File: config.mk
export PLATFORM = sky130hd
export DESIGN_NAME = ex_hazard_ctrl
export DESIGN_NICKNAME = d
export VERILOG_FILES = /design/src/rtl/ex_hazard_ctrl.sv
export SDC_FILE = /design/constraint.sdc
export NUM_CORES = 1
export LEC_CHECK = 0
export CELL_PAD_IN_SITES_DETAIL_PLACEMENT = 0
export CELL_PAD_IN_SITES_GLOBAL_PLACEMENT = 2
export CORE_MARGIN = 2
export CORE_UTILIZATION = 31
export CTS_BUF_LIST = sky130_fd_sc_hd__clkbuf_16
export DETAILED_ROUTE_END_ITERATION = 8
export PLACE_DENSITY_LB_ADDON = 0.12
export SYNTH_ARGS = -nofsm -noshare
export SYNTH_HDL_FRONTEND = slang
export SYNTH_SLANG_ARGS = --single-unit
File: constraint.sdc
create_clock -name clk -period 1.7 [get_ports clk]
set_input_delay 0.255 -clock clk [delete_from_list [all_inputs] [get_ports clk]]
set_output_delay 0.255 -clock clk [all_outputs]
set_load 0.01 [all_outputs]
File: src/rtl/ex_hazard_ctrl.sv
// EX-stage hazard and forwarding controller for the five-stage pipeline.
// Tracks EX/MEM/WB destinations, selects operand bypasses, and handles load-use stalls.
module ex_hazard_ctrl #(
  parameter int unsigned REG_ADDR_W = 5,
  parameter int unsigned CNT_W      = 16
) (
  input  logic                  clk,
  input  logic                  reset_n,
  input  logic                  id_valid,
  input  logic [REG_ADDR_W-1:0] id_rs1,
  input  logic [REG_ADDR_W-1:0] id_rs2,
  input  logic                  id_use_rs1,
  input  logic                  id_use_rs2,
  input  logic [REG_ADDR_W-1:0] id_rd,
  input  logic                  id_reg_write,
  input  logic                  id_mem_read,
  input  logic                  flush,
  input  logic                  dmem_busy,
  output logic [1:0]            forward_a,
  output logic [1:0]            forward_b,
  output logic                  stall_if_id,
  output logic                  ex_bubble,
  output logic                  ex_valid,
  output logic [CNT_W-1:0]      stall_count
);

  localparam logic [1:0] FwdRf  = 2'b00;
  localparam logic [1:0] FwdWb  = 2'b01;
  localparam logic [1:0] FwdMem = 2'b10;

  typedef struct packed {
    logic                  valid;
    logic [REG_ADDR_W-1:0] rd;
    logic                  reg_write;
    logic                  mem_read;
  } stage_t;

  typedef struct packed {
    stage_t                base;
    logic [REG_ADDR_W-1:0] rs1;
    logic [REG_ADDR_W-1:0] rs2;
    logic                  use_rs1;
    logic                  use_rs2;
  } ex_stage_t;

  ex_stage_t        ex_q, ex_d;
  stage_t           mem_q, mem_d;
  stage_t           wb_q;
  logic [CNT_W-1:0] stall_count_q;

  logic lu;
  logic rs1_hit;
  logic rs2_hit;
  logic count_en;

  // Load-use: the load in EX cannot bypass its data until it reaches WB.
  always_comb begin
    rs1_hit  = id_use_rs1 && (ex_q.base.rd == id_rs1);
    rs2_hit  = id_use_rs2 && (ex_q.base.rd == id_rs2);
    lu       = id_valid && ex_q.base.valid && ex_q.base.mem_read &&
               (ex_q.base.rd != '0) && (rs1_hit || rs2_hit);
    count_en = lu && !flush && !dmem_busy;
  end

  always_comb begin
    stall_if_id = dmem_busy || (lu && !flush);
    ex_bubble   = !dmem_busy && (flush || lu);
    ex_valid    = ex_q.base.valid;
    stall_count = stall_count_q;
  end

  // MEM is checked first because it holds the younger write to the same register.
  function automatic logic [1:0] fwd_sel(input logic                  src_used,
                                         input logic [REG_ADDR_W-1:0] src,
                                         input logic                  ex_live,
                                         input stage_t                mem,
                                         input stage_t                wb);
    logic [1:0] sel;
    sel = FwdRf;
    if (src_used && ex_live) begin
      if (mem.valid && mem.reg_write && !mem.mem_read && (mem.rd != '0) && (mem.rd == src)) begin
        sel = FwdMem;
      end else if (wb.valid && wb.reg_write && (wb.rd != '0) && (wb.rd == src)) begin
        sel = FwdWb;
      end
    end
    return sel;
  endfunction

  always_comb begin
    forward_a = fwd_sel(ex_q.use_rs1, ex_q.rs1, ex_q.base.valid, mem_q, wb_q);
    forward_b = fwd_sel(ex_q.use_rs2, ex_q.rs2, ex_q.base.valid, mem_q, wb_q);
  end

  always_comb begin
    mem_d       = ex_q.base;
    mem_d.valid = ex_q.base.valid && !flush;

    ex_d                = '0;
    ex_d.base.valid     = id_valid;
    ex_d.base.rd        = id_rd;
    ex_d.base.reg_write = id_reg_write;
    ex_d.base.mem_read  = id_mem_read;
    ex_d.rs1            = id_rs1;
    ex_d.rs2            = id_rs2;
    ex_d.use_rs1        = id_use_rs1;
    ex_d.use_rs2        = id_use_rs2;
    if (flush || lu) begin
      ex_d.base.valid = 1'b0;
    end
  end

  always_ff @(posedge clk or negedge reset_n) begin
    if (!reset_n) begin
      ex_q          <= '0;
      mem_q         <= '0;
      wb_q          <= '0;
      stall_count_q <= '0;
    end else if (!dmem_busy) begin
      wb_q  <= mem_q;
      mem_q <= mem_d;
      ex_q  <= ex_d;
      if (count_en && !(&stall_count_q)) begin
        stall_count_q <= stall_count_q + CNT_W'(1);
      end
    end
  end

endmodule
; ---- Yosys cells after proc, flatten, opt, wreduce, memory -nomap -nowiden
; Index checks and enable logic that the tools add are counted.
[op_classes]
add_sub_neg = 1
bitwise_logic = 1
eq_ne = 6
n_reduce_logical = 34
muxes = 7
[ops]
columns = op, count
row1 = $eq A5 B5 Y1, 6
row2 = $logic_and A1 B1 Y1, 22
row3 = $add A16 B1 Y16 const B, 1
row4 = $reduce_and A16 Y1, 1
row5 = $reduce_bool A5 Y1, 3
row6 = $mux W2, 4
row7 = $logic_not A1 Y1, 4
row8 = $logic_or A1 B1 Y1, 3
row9 = $mux W1, 3
row10 = $reduce_and A2 Y1, 1
row11 = $not A1 Y1, 1
[word_totals]
wordCells = 65
output_inout_bits = 23
in_bits = 24
register_bits = 51

; ---- Logic depth before layout (Yosys ltp)
[depth]
ltp_word = 8
depth_mapped = 7

; ---- Worst setup path after synthesis
; OpenSTA, ideal clock, no wires.
[synth_path]
path_type = register -> register
from = reg ex_q[14] in the netlist's numbering
to = reg stall_count_q[1] (netlist: stall_count[1])
setup_time_ps = 125
required_ps = 1575
path_buffers = 0
setup_slack_ps = -70
arrival_time_ps = 1645
stages_incl_launch_ff = 6
path_cell_list = dfrtp_1 > or4_4 > o21ai_4 > nand2b_4 > nor2_2 > mux2_4
[synth_via]
elab_chain_cells = 8
[synth_lines]
columns = item, line_no
row1 = from (decl), 46  ; ex_stage_t ex_q, ex_d;
row2 = from (signal assigned), 115  ; ex_q <= '0;
row3 = from (signal assigned), 122  ; ex_q <= ex_d;
row4 = "$eq A5 B5 Y1, on equally long branches", "58, 59"
row5 = "$logic_and A1 B1 Y1, on equally long branches", "58, 59"
row6 = $logic_or A1 B1 Y1, 61  ; (ex_q.base.rd != '0) && (rs1_hit || rs2_hit);
row7 = $logic_and A1 B1 Y1 *, 61
row8 = $logic_and A1 B1 Y1 * (2 in series), 62  ; count_en = lu && !flush && !dmem_busy;
row9 = $logic_and A1 B1 Y1 *, 123  ; if (count_en && !(&stall_count_q)) begin
row10 = $reduce_and A2 Y1 (no source line) *, n/a
row11 = to (signal assigned), 124  ; stall_count_q <= stall_count_q + CNT_W'(1);
row12 = to (decl), 49  ; logic [CNT_W-1:0] stall_count_q;
; Mark *: on every way between the ends. The rest lies on a longest branch, timed or not.
; A chain may end at the register's enable or synchronous reset.

; ---- Worst setup path in the final report
[layout_path]
from = reg mem_q[5] in the netlist's numbering
to = out forward_a[1]
[layout_via]
elab_chain_cells = 5
[layout_lines]
columns = item, line_no
row1 = from (decl), 47  ; stage_t mem_q, mem_d;
row2 = from (signal assigned), 121  ; mem_q <= mem_d;
row3 = $reduce_bool A5 Y1, 81  ; if (mem.valid && mem.reg_write && !mem.mem_read && (mem.rd != '0) && (mem.rd == src)) begin
row4 = $logic_and A1 B1 Y1, 81
row5 = $logic_and A1 B1 Y1 *, 81
row6 = $mux W2 *, 81
row7 = $mux W2 *, 80  ; if (src_used && ex_live) begin
row8 = to (decl), 19  ; output logic [1:0] forward_a,
; Marked as above.

==> impl_results.md <==
* Top Family by Delay on Critical Path: simple AND/OR/NAND/NOR gates
* Critical Path AT at 1.87 ns
* Worst path slowest cell: or4_4
* Skew final at about 0.0055 ns
* Slew margin rel. at 70.2%
* Status: complete, but fails checks
* Share of cells above drive strength 1 at 43.2%
* Core area at 0.00809 mm^2
* Post-Route Setup TNS at -6.26 ns
* IO Port Bufs at 46
* Leak Pwr at 1.69 nW
* Initial Util at between 30% and 40%
* Top post-synthesis cells by area: dfrtp_1 (50%), mux2_2 (15%), xnor2_1 (11%)
* DR iter-0 viols at 59
* Most common flop cell mapped by yosys: dfrtp_1
* RSZ-0062 raised after global routing: yes
* Max Fclk at 470 MHz
* First-pass GRT wire length at 10600 um
* Pre-antenna DRT Iters at 4
* Register area share after synthesis at 50.0%
* Post-DP HPWL at roughly 4600 um
* Switching share of power at between 20% and 30%
* Final Hold Fails at 0
* Routed WL at 6380 um
* Crit-path max FO at 3
* YS warnings at 0
* Vias in the first global route at about 2100
* Synth cell types at 36
* Setup CP Type: flop to primary output
* Mapped Area at 0.00255 mm^2
* Clock Sinks at 51
* Routed vias/inst at 4.66
* Die area at about 0.009 mm^2
* Fin crit period at 2.13 ns
* Syn_area_per_cell at 12.3 um^2
* ANT nets after route at 0
* Final Slew Violations at 0
* Wire per inst at about 15 um
* Area growth, synth to finish at 53.4%
* CP required at 1.44 ns
* H-tree levels at 2
* Total power at 0.00320 W
* Max incr delay on CP at 0.56 ns
* Fillers at about 770
* Part of the power in combinational logic at 19.9%
* Buffers and inverters on the worst path at 1
* Crit end category: primary output
* Number of antenna diodes at 0
* Antenna violations before repair at 0
* Min-Delay Path Class: primary input to async pin
* CTS buffer count at 5
* Switch Pwr at roughly 0.00080 W
* Fin nets at 339
* Worst-skew pair later-pin latency at 0.29 ns
* Failing checks: negative setup slack
* MaxCap Viol Count at 0
* Drt drc at 0
* Chip Height at 94.8 um
* Synthesized instance count at 207
* Top Ports at 47
* Final setup fails at 23
* CTS tree: built
* Crit path launch type: flop
* Most common cell on crit path: nor3_2
* #FFs+latches synth at between 50 and 60
* Post-synth top area share at 50.0%
* Most common cell in the netlist: dfrtp_1
* Die X at around 95 um
* Leading area contributor after synthesis: dfrtp_1
* Final worst slack at -0.429 ns
* Multi-input gate area at 0.00141 mm^2
* Asr flop ratio synth at 100%
* Worst path cell trace: or4_4 > nor2_4 > nor3_2 > nand4_1 > nor3_2 > and3_1 > buf_2
* Maximum vdd ir drop at 367 uV
* Gr usage total at between 10% and 20%
* Row count at 33
* Power density over cell area at between 800 and 900 mW/mm^2
* Largest net degree at the start of global routing at 52
* Post-synth top cells: dfrtp_1 (51), mux2_2 (33), xnor2_1 (33), nand4_1 (12), xor2_1 (12)
* CTS Root Cell: clkbuf_16
* CTS max path bufs at 2
* Reg power frac at 44.1%
* Post-synth EDFFs at 0
* Register area at approximately 0.0013 mm^2
* Period utilization at 125%
* Int Power at 0.00239 W
* Grt ovf at 0
* Clk network pwr share at 36.0%
* Clk pin slew, worst setup/hold paths at 0.07 ns
* RePlAce Congestion at 0.745
* Via count at slightly below 2000
* Slew @ Worst Pin at 0.447 ns
* Syn nets at about 230
-- metal layers --
metal | up-vias | global-route usage [%] | wire length, um
li1 | 951 | - | -
met4 | 0 | 3.26 | 46
met3 | 4 | 3.19 | 192
met2 | 28 | 28.0 | 3380
met5 | - | 0 | 0
met1 | 974 | 18.6 | 2760
-- sequential cells by signal, summed over array words and instances, names as in the netlist --
name and cells:
ex_valid 1, mem_q 8, ex_q 19, wb_q 7, stall_count 16
-- final timing paths --
path,depth (start not counted),end,startpoint,slack (ns)
min in group clk,1,stall_count[10],stall_count[10],0.50
hold / removal,3,stall_count[5],reset_n,0.50
hold reg to reg,1,stall_count[10],stall_count[10],0.50
setup / recovery,7,forward_a[1],mem_q[5],-0.43
max in group asynchronous,3,ex_q[17],reset_n,0.94
setup reg to reg,9,stall_count[15],ex_q[17],-0.27
-- timing repair --
| item | 4_1_cts | 5_1_grt |
|---|---|---|
| cloned | 1 | 0 |
| endpoints found under the hold margin | 51 | 0 |
| pin swaps | 23 | 13 |
| hold buffers | 1 | 0 |
| setup endpoints to repair | 22 | 23 |
| gates resized for setup | 54 | 8 |
| setup buffers | 6 | 3 |
-- layout make-up --
type | count | area share [%]
sequential | 51 | 32.6
inverter | 1 | 0.0958
timing repair buffer | 105 | 23.8
tap | 105 | 3.35
clock buffer | 5 | 3.19
multi-input combinational | 150 | 35.9
clock inverter | 3 | 1.09
-- through the flow --
step	area (um^2)	util, %	setup WS [ns]	std cells	hold slack (ns)
2_1_floorplan	2560	-	-0.0697	207	-0.0406
3_3_place_gp	3510	43.4	-0.666	402	0.276
3_5_place_dp	3510	43.4	-0.719	402	0.275
4_1_cts	3850	47.6	-0.461	417	0.496
5_1_grt	3920	48.4	-0.517	420	0.527
6_report	3920	48.4	-0.429	420	0.496
-- worst min-delay path: stages --
cell           delay (ns)
dlygate4sd3_1        0.52
buf_2                0.12
buf_12               0.27
-- cells by family (layout without fill, tap and decap cells) --
family                   after synthesis  in the layout  synth area share, %
AND/OR/NAND/NOR                       60             60                 13.9
multiplexers                          34             34                 15.1
buffers and inverters                  6            114                 1.18
adder cells (fa/ha/maj)                1              1                0.490
XOR/XNOR                              45             45                 15.4
AO/OA/AOI/OAI                         10             10                 3.97
flip-flops                            51             51                 50.0
-- placed cells by master (no fill, tap or decap), types with 2 or more instances in the layout --
cell type	n
nand4_1	12
nor4_1	2
buf_4	50
nand3_4	3
nand3_2	2
nand2_1	7
nand2b_4	2
xnor2_1	30
nand2_4	4
mux2_2	33
clkbuf_16	6
dfrtp_1	49
nor2_4	2
or4_4	2
clkdlybuf4s50_1	39
and3_1	5
and4_1	3
nor3_2	4
xnor2_2	3
buf_12	2
buf_2	7
nor3_1	2
nand3_1	2
buf_6	5
nor2_1	5
dfrtp_2	2
xor2_1	12
-- power groups by stage --
stage	Combinational, W	Sequential (W)	Clock, W
6_report	0.000636	0.00141	0.00115
5_1_grt	0.000691	0.00143	0.00123
2_1_floorplan	0.000275	0.00144	0
3_3_place_gp	0.000595	0.00143	0
4_1_cts	0.000643	0.00141	0.00119
3_5_place_dp	0.000599	0.00143	0
(Power assumes the default switching activity.)
